--- src/rtl/debounce_pkg.sv ---
// Shared definitions for the multi-channel button debouncer:
// per-channel FSM encoding and the counter-width helper.
package debounce_pkg;

  typedef enum logic [1:0] {
    IDLE         = 2'b00,
    PRESS_WAIT   = 2'b01,
    HELD         = 2'b10,
    RELEASE_WAIT = 2'b11
  } dbn_state_e;

  // Width of a counter able to hold the largest of the three periods.
  function automatic int calc_cnt_w(int a, int b, int c);
    int m;
    m = a;
    if (b > m) m = b;
    if (c > m) m = c;
    return $clog2(m) + 1;
  endfunction

endpackage

--- src/rtl/multi_button_debouncer_if.sv ---
// Bus between raw board buttons / control and the debouncer.
// There is no valid/ready handshake: btn_in and repeat_en are sampled on
// every clock edge, btn_level is a level, and press/release/long pulses
// are single-cycle strobes that are valid exactly in the cycle they are high.
// dbg_state carries each channel's 2-bit FSM state, channel g at [2g+1:2g].
interface multi_button_debouncer_if #(
  parameter int NUM_CH = 4
);
  logic [NUM_CH-1:0]   btn_in;
  logic [NUM_CH-1:0]   repeat_en;
  logic [NUM_CH-1:0]   btn_level;
  logic [NUM_CH-1:0]   press_pulse;
  logic [NUM_CH-1:0]   release_pulse;
  logic [NUM_CH-1:0]   long_pulse;
  logic [2*NUM_CH-1:0] dbg_state;

  modport master (
    output btn_in, repeat_en,
    input  btn_level, press_pulse, release_pulse, long_pulse, dbg_state
  );

  modport slave (
    input  btn_in, repeat_en,
    output btn_level, press_pulse, release_pulse, long_pulse, dbg_state
  );
endinterface

--- src/rtl/debounce_channel.sv ---
// One button channel: polarity fix, 2-flop synchroniser, stability-based
// debounce FSM with hold (long-press) and auto-repeat counters.
module debounce_channel
  import debounce_pkg::*;
#(
  parameter int DEBOUNCE_CYCLES = 400000,
  parameter int LONG_CYCLES     = 40000000,
  parameter int REPEAT_CYCLES   = 8000000,
  parameter int ACTIVE_LOW_IN   = 0
) (
  input  logic       clk,
  input  logic       rst,
  input  logic       btn_i,
  input  logic       repeat_en_i,
  output logic       level_o,
  output logic       press_o,
  output logic       release_o,
  output logic       long_o,
  output logic [1:0] state_o
);

  localparam int CNT_W = calc_cnt_w(DEBOUNCE_CYCLES, LONG_CYCLES, REPEAT_CYCLES);
  localparam logic [CNT_W-1:0] DMAX = CNT_W'(DEBOUNCE_CYCLES - 1);
  localparam logic [CNT_W-1:0] LMAX = CNT_W'(LONG_CYCLES - 1);
  localparam logic [CNT_W-1:0] RMAX = CNT_W'(REPEAT_CYCLES - 1);
  localparam logic INV = (ACTIVE_LOW_IN != 0);

  logic       sync1_q, sync2_q, s;
  dbn_state_e state_q, state_d;
  logic [CNT_W-1:0] dcnt_q, dcnt_d, hcnt_q, hcnt_d, rcnt_q, rcnt_d;
  logic long_done_q, long_done_d;
  logic level_q, level_d, press_q, press_d, release_q, release_d, long_q, long_d;

  assign s = sync2_q;

  // State register: synchroniser, FSM state, counters and registered outputs.
  always_ff @(posedge clk or posedge rst) begin
    if (rst) begin
      sync1_q     <= 1'b0;
      sync2_q     <= 1'b0;
      state_q     <= IDLE;
      dcnt_q      <= '0;
      hcnt_q      <= '0;
      rcnt_q      <= '0;
      long_done_q <= 1'b0;
      level_q     <= 1'b0;
      press_q     <= 1'b0;
      release_q   <= 1'b0;
      long_q      <= 1'b0;
    end else begin
      sync1_q     <= btn_i ^ INV;
      sync2_q     <= sync1_q;
      state_q     <= state_d;
      dcnt_q      <= dcnt_d;
      hcnt_q      <= hcnt_d;
      rcnt_q      <= rcnt_d;
      long_done_q <= long_done_d;
      level_q     <= level_d;
      press_q     <= press_d;
      release_q   <= release_d;
      long_q      <= long_d;
    end
  end

  // Next state and counters; hold/repeat counts freeze in RELEASE_WAIT.
  always_comb begin
    state_d     = state_q;
    dcnt_d      = dcnt_q;
    hcnt_d      = hcnt_q;
    rcnt_d      = rcnt_q;
    long_done_d = long_done_q;
    case (state_q)
      IDLE: begin
        if (s) begin
          state_d = PRESS_WAIT;
          dcnt_d  = '0;
        end
      end
      PRESS_WAIT: begin
        if (!s) begin
          state_d = IDLE;
          dcnt_d  = '0;
        end else if (dcnt_q == DMAX) begin
          state_d     = HELD;
          dcnt_d      = '0;
          hcnt_d      = '0;
          rcnt_d      = '0;
          long_done_d = 1'b0;
        end else begin
          dcnt_d = dcnt_q + 1'b1;
        end
      end
      HELD: begin
        if (!s) begin
          state_d = RELEASE_WAIT;
          dcnt_d  = '0;
        end else if (!long_done_q) begin
          if (hcnt_q == LMAX) begin
            long_done_d = 1'b1;
            hcnt_d      = '0;
            rcnt_d      = '0;
          end else begin
            hcnt_d = hcnt_q + 1'b1;
          end
        end else if (repeat_en_i) begin
          rcnt_d = (rcnt_q == RMAX) ? '0 : rcnt_q + 1'b1;
        end else begin
          rcnt_d = '0;
        end
      end
      RELEASE_WAIT: begin
        if (s) begin
          state_d = HELD;
          dcnt_d  = '0;
        end else if (dcnt_q == DMAX) begin
          state_d     = IDLE;
          dcnt_d      = '0;
          hcnt_d      = '0;
          rcnt_d      = '0;
          long_done_d = 1'b0;
        end else begin
          dcnt_d = dcnt_q + 1'b1;
        end
      end
      default: state_d = IDLE;
    endcase
  end

  // Output decode: pulses default low, level changes only on accepted edges.
  always_comb begin
    level_d   = level_q;
    press_d   = 1'b0;
    release_d = 1'b0;
    long_d    = 1'b0;
    case (state_q)
      IDLE: level_d = 1'b0;
      PRESS_WAIT: begin
        if (s && dcnt_q == DMAX) begin
          level_d = 1'b1;
          press_d = 1'b1;
        end
      end
      HELD: begin
        if (s && !long_done_q && hcnt_q == LMAX) long_d = 1'b1;
        if (s && long_done_q && repeat_en_i && rcnt_q == RMAX) press_d = 1'b1;
      end
      RELEASE_WAIT: begin
        if (!s && dcnt_q == DMAX) begin
          level_d   = 1'b0;
          release_d = 1'b1;
        end
      end
      default: level_d = 1'b0;
    endcase
  end

  assign level_o   = level_q;
  assign press_o   = press_q;
  assign release_o = release_q;
  assign long_o    = long_q;
  assign state_o   = state_q;

endmodule

--- src/rtl/multi_button_debouncer.sv ---
// N independent button channels, each a debounce_channel instance.
module multi_button_debouncer
  import debounce_pkg::*;
#(
  parameter int NUM_CH          = 4,
  parameter int DEBOUNCE_CYCLES = 400000,
  parameter int LONG_CYCLES     = 40000000,
  parameter int REPEAT_CYCLES   = 8000000,
  parameter int ACTIVE_LOW_IN   = 0
) (
  input  logic                     clk,
  input  logic                     reset,
  multi_button_debouncer_if.slave  bus
);

  logic [NUM_CH-1:0]   level_w, press_w, release_w, long_w;
  logic [2*NUM_CH-1:0] state_w;

  // One fully independent conditioner per button.
  for (genvar g = 0; g < NUM_CH; g++) begin : g_ch
    debounce_channel #(
      .DEBOUNCE_CYCLES (DEBOUNCE_CYCLES),
      .LONG_CYCLES     (LONG_CYCLES),
      .REPEAT_CYCLES   (REPEAT_CYCLES),
      .ACTIVE_LOW_IN   (ACTIVE_LOW_IN)
    ) u_ch (
      .clk         (clk),
      .rst         (reset),
      .btn_i       (bus.btn_in[g]),
      .repeat_en_i (bus.repeat_en[g]),
      .level_o     (level_w[g]),
      .press_o     (press_w[g]),
      .release_o   (release_w[g]),
      .long_o      (long_w[g]),
      .state_o     (state_w[2*g +: 2])
    );
  end

  assign bus.btn_level     = level_w;
  assign bus.press_pulse   = press_w;
  assign bus.release_pulse = release_w;
  assign bus.long_pulse    = long_w;
  assign bus.dbg_state     = state_w;

endmodule

--- src/flat_wrapper.sv ---
// flat-port wrapper written by rule: the top's interface ports become plain ports
module multi_button_debouncer_flat import debounce_pkg::*;
#(
  parameter int NUM_CH          = 4,
  parameter int DEBOUNCE_CYCLES = 400000,
  parameter int LONG_CYCLES     = 40000000,
  parameter int REPEAT_CYCLES   = 8000000,
  parameter int ACTIVE_LOW_IN   = 0
)
  (clk, reset, bus_btn_in, bus_repeat_en, bus_btn_level, bus_press_pulse, bus_release_pulse, bus_long_pulse, bus_dbg_state);
  multi_button_debouncer_if #(.NUM_CH(NUM_CH)) bus_i ();
  input  logic clk;
  input  logic reset;
  input wire logic [$bits(bus_i.btn_in)-1:0] bus_btn_in;
  input wire logic [$bits(bus_i.repeat_en)-1:0] bus_repeat_en;
  output wire logic [$bits(bus_i.btn_level)-1:0] bus_btn_level;
  output wire logic [$bits(bus_i.press_pulse)-1:0] bus_press_pulse;
  output wire logic [$bits(bus_i.release_pulse)-1:0] bus_release_pulse;
  output wire logic [$bits(bus_i.long_pulse)-1:0] bus_long_pulse;
  output wire logic [$bits(bus_i.dbg_state)-1:0] bus_dbg_state;
  assign bus_i.btn_in = bus_btn_in;
  assign bus_i.repeat_en = bus_repeat_en;
  assign bus_btn_level = bus_i.btn_level;
  assign bus_press_pulse = bus_i.press_pulse;
  assign bus_release_pulse = bus_i.release_pulse;
  assign bus_long_pulse = bus_i.long_pulse;
  assign bus_dbg_state = bus_i.dbg_state;
  multi_button_debouncer #(.NUM_CH(NUM_CH), .DEBOUNCE_CYCLES(DEBOUNCE_CYCLES), .LONG_CYCLES(LONG_CYCLES), .REPEAT_CYCLES(REPEAT_CYCLES), .ACTIVE_LOW_IN(ACTIVE_LOW_IN)) u_core (.clk(clk), .reset(reset), .bus(bus_i));
endmodule
--- config.mk ---
export PLATFORM = sky130hd
export DESIGN_NAME = multi_button_debouncer_flat
export DESIGN_NICKNAME = d
export VERILOG_FILES = /design/src/rtl/debounce_pkg.sv /design/src/rtl/multi_button_debouncer_if.sv /design/src/rtl/debounce_channel.sv /design/src/rtl/multi_button_debouncer.sv /design/src/flat_wrapper.sv
export SDC_FILE = /design/constraint.sdc
export NUM_CORES = 1
export LEC_CHECK = 0
export CORE_ASPECT_RATIO = 1.25
export CORE_UTILIZATION = 57
export DETAILED_ROUTE_END_ITERATION = 8
export GPL_TIMING_DRIVEN = 0
export PLACE_DENSITY = 0.88
export REMOVE_ABC_BUFFERS = 1
export SYNTH_ARGS = -nofsm -noshare
export SYNTH_HDL_FRONTEND = slang
export SYNTH_SLANG_ARGS = --single-unit
--- constraint.sdc ---
create_clock -name clk -period 12.14 [get_ports clk]
set_input_delay 2.428 -clock clk [delete_from_list [all_inputs] [get_ports clk]]
set_output_delay 2.428 -clock clk [all_outputs]
set_load 0.01 [all_outputs]
==> impl_metrics.csv <==
group,metric,value,unit
outcome,run_status,"finished clean",
floorplanning,core.rowCount,76,
floorplanning,start_util,58.3,%
cts,post-cts-setup-buffers,0,
cts,clk_latency,0.55,ns
placed_design,place.gp.congestion,0.870,
floorplanning,io_pins,34,
synthesis,synthArstFlopShare,100,%
pwr,p_leak,8.95,nW
critical_path,worstSetupEndpointType,"register",
cts,clock_sinks,360,
grt,grt_pass1_wl,80500,um
cts,clk_pin_slew,0.06,ns
finish,num-fill-cells,2693,
sta,finalSetupViolCount,0,
placed_design,port_buffers,33,
finish,multi_input_area,10500,sq um
finish,syn_to_final_growth,9.83,%
detailed_routing,drt_iter0_drc,1845,
detailed_routing,drtAntennaViolNets,0,
sta,min_period_over_period,37.6,%
grt,overflow,0,
sta,relSlewSlack,10.9,%
finish,antenna_cells,0,
sta,worst_pin_slew,1.32,ns
synthesis,synth.distinct_cells,67,
critical_path,path_buf_inv,1,
floorplanning,core,34600,sq um
pwr,ir_worst_vdd,0.117,mV
cts,cts_resized,0,
sta,finalHoldViolCount,0,
detailed_routing,drt-vias-per-instance,6.58,
hold_path,hold_class,"reg2reg",
detailed_routing,wirelength,47600,um
critical_path,max_stage_delay,1.06,ns
sta,max_freq,219,MHz
flow_run,cap_violations,0,
cts,numCtsBuffers,39,
sta,fin_hold_ws,0.347,ns
finish,fin_area,22200,sq um
detailed_routing,post_drt_wl_per_cell,17.0,um
cts,ctsRootBufferMaster,"clkbuf_16",
critical_path,cp_slowest_cell,"nor2_1",
synthesis,synthesis.area,20200,sq um
grt,grt_use_total,26.3,%
critical_path,arrival,5.01,ns
critical_path,critPathTopFamily,"simple AND/OR/NAND/NOR gates",
synthesis,synth_edf_count,0,
critical_path,crit_chain,"clkdlybuf4s50_1 > nand3_1 > nor2_1 > nand2_1 > o31ai_1",
synthesis,yosys_warnings,0,
floorplanning,die_area,36100,sq um
critical_path,crit_type,"in2reg",
synthesis,synth_cells,2360,
sta,min_period,4.57,ns
finish,ff_latch_area,9010,sq um
cts,hold_buffers,0,
grt,grt_pass1_vias,17400,
grt,antenna_found_initial,0,
detailed_routing,first_pass_iters,6,
floorplanning,dieHeight,212,um
synthesis,ys_seq_area_share,44.7,%
finish,drive_gt1_share,5.29,%
cts,cts_buffer_depth,3,
sta,drv_slew,0,
synthesis,synth_seq_cells,360,
critical_path,start_kind,"input pin",
synthesis,synth-main-ff-cell,"dfrtp_1",
detailed_routing,drcViolationCount,0,
grt,grt_max_degree,136,
placed_design,hpwl,30400,um
finish,final_cell_mix,"o21ai_0, dfrtp_1, nand2_1",
cts,h-tree-depth,2,
critical_path,required,12.58,ns
sta,clock_skew,0.0150,ns
placed_design,dpl_cell_area,20800,sq um
critical_path,critPathMaxFanout,16,
cts,cts_tree,"done",
pwr,powerDensity,156,nW/um^2
detailed_routing,vias,18500,
synthesis,syn-mean-instance-area,8.55,sq um
finish,layout.nets,2362,
finish,final_util,64.0,%
finish,final_common_cell,"o21ai_0",
sta,rsz0062_at_grt,"no",
floorplanning,die_x,170,um
-- flip-flops by register name (all words and copies together) (netlist names), named ones only --
| signal | flops |
|---|---|
| u_core.g_ch.u_ch.hcnt_q | 108 |
| u_core.g_ch.u_ch.long_o | 4 |
| u_core.g_ch.u_ch.level_o | 4 |
| u_core.g_ch.u_ch.sync1_q | 4 |
| u_core.g_ch.u_ch.long_done_q | 4 |
| u_core.g_ch.u_ch.rcnt_q | 108 |
| u_core.g_ch.u_ch.press_o | 4 |
| u_core.g_ch.u_ch.release_o | 4 |
| u_core.g_ch.u_ch.state_o | 4 |
| u_core.g_ch.u_ch.dcnt_q | 108 |
| u_core.g_ch.u_ch.s | 4 |
-- per-layer routing --
metal  GRT usage [%]  routed length [um]  part of all wire [%]
met4            10.9                1380                   2.9
met2            45.4               24100                    51
met1            33.5               19900                    42
met3            3.07                2250                   4.7
met5               0                   0                     0
-- metrics by stage --
stage / setup TNS (ns) / power (mW) / setup slack [ns] / std cells
floorplan: -100.20 / 1.92 / -0.278 / 2229
global placement: -1561.51 / 2.14 / -4.38 / 2730
detailed placement: 0 / 2.21 / 7.13 / 2743
CTS: 0 / 3.46 / 7.64 / 2810
global route: 0 / 3.62 / 7.54 / 2810
finish: 0 / 3.45 / 7.57 / 2810
-- synth_stat cells (7+ instances only) --
master	number	area share (%)
o21ai_0	370	9.2
dfrtp_1	360	45
nand2_1	257	4.8
nor2_1	174	3.2
nand3_1	138	3.4
clkbuf_1	110	2.0
o31ai_1	109	4.1
a21oi_1	91	2.3
a31oi_1	88	2.7
nand4_1	77	2.4
and3_1	71	2.2
nor3_1	58	1.4
inv_1	38	0.71
nor4_1	37	1.1
ha_1	36	2.2
nand2b_1	27	0.84
nor2b_1	26	0.81
and4_1	25	1.1
and2_1	22	0.68
or3_1	22	0.68
nor4b_1	18	0.78
o41ai_1	18	0.78
xor2_1	18	0.78
mux2i_1	17	0.84
or2_2	17	0.53
buf_4	16	0.60
a41oi_1	12	0.52
or4_1	10	0.37
a211oi_1	7	0.26
mux2_2	7	0.39
nor3b_1	7	0.26
-- where the power goes --
part | internal [mW] | switching, mW
registers | 1.25 | 0.0744
logic | 0.276 | 0.610
clock network | 0.741 | 0.497
-- final timing paths --
kind | from | to | slack, ns | depth (start not counted)
setup / recovery | bus_repeat_en[0] | u_core.g_ch[0].u_ch.rcnt_q[19]$_DFFE_PP0P_ | 7.57 | 5
hold / removal | u_core.g_ch[0].u_ch.sync1_q$_DFF_PP0_ | u_core.g_ch[0].u_ch.s$_DFF_PP0_ | 0.35 | 0
setup reg to reg | u_core.g_ch[0].u_ch.dcnt_q[13]$_DFFE_PP0P_ | u_core.g_ch[0].u_ch.rcnt_q[21]$_DFFE_PP0P_ | 8.48 | 6
hold reg to reg | u_core.g_ch[0].u_ch.sync1_q$_DFF_PP0_ | u_core.g_ch[0].u_ch.s$_DFF_PP0_ | 0.35 | 0
max in group asynchronous | reset | u_core.g_ch[0].u_ch.rcnt_q[0]$_DFFE_PP0P_ | 8.17 | 5
min in group asynchronous | reset | u_core.g_ch[3].u_ch.dcnt_q[11]$_DFFE_PP0P_ | 2.48 | 3
-- logic make-up (layout without fill, tap and decap cells) --
kind of cell	count (synthesis)	in the layout	share of synthesized area [%]
AO/OA/AOI/OAI	737	737	21.5
buffers and inverters	170	152	3.62
AND/OR/NAND/NOR	1009	1009	25.7
adder cells (fa/ha/maj)	36	36	2.23
flip-flops	360	360	44.7
multiplexers	24	24	1.23
XOR/XNOR	24	24	1.04
-- layout make-up --
class	instances	share of cell area (%)
clock buffers	55	5.32
well taps	468	2.64
multi-input cells	1830	47.6
flip-flops and latches	360	40.7
repair buffers	46	2.36
clock inverters	12	0.712
inverters	39	0.695
No activity file was read; power rests on OpenSTA's default activity.
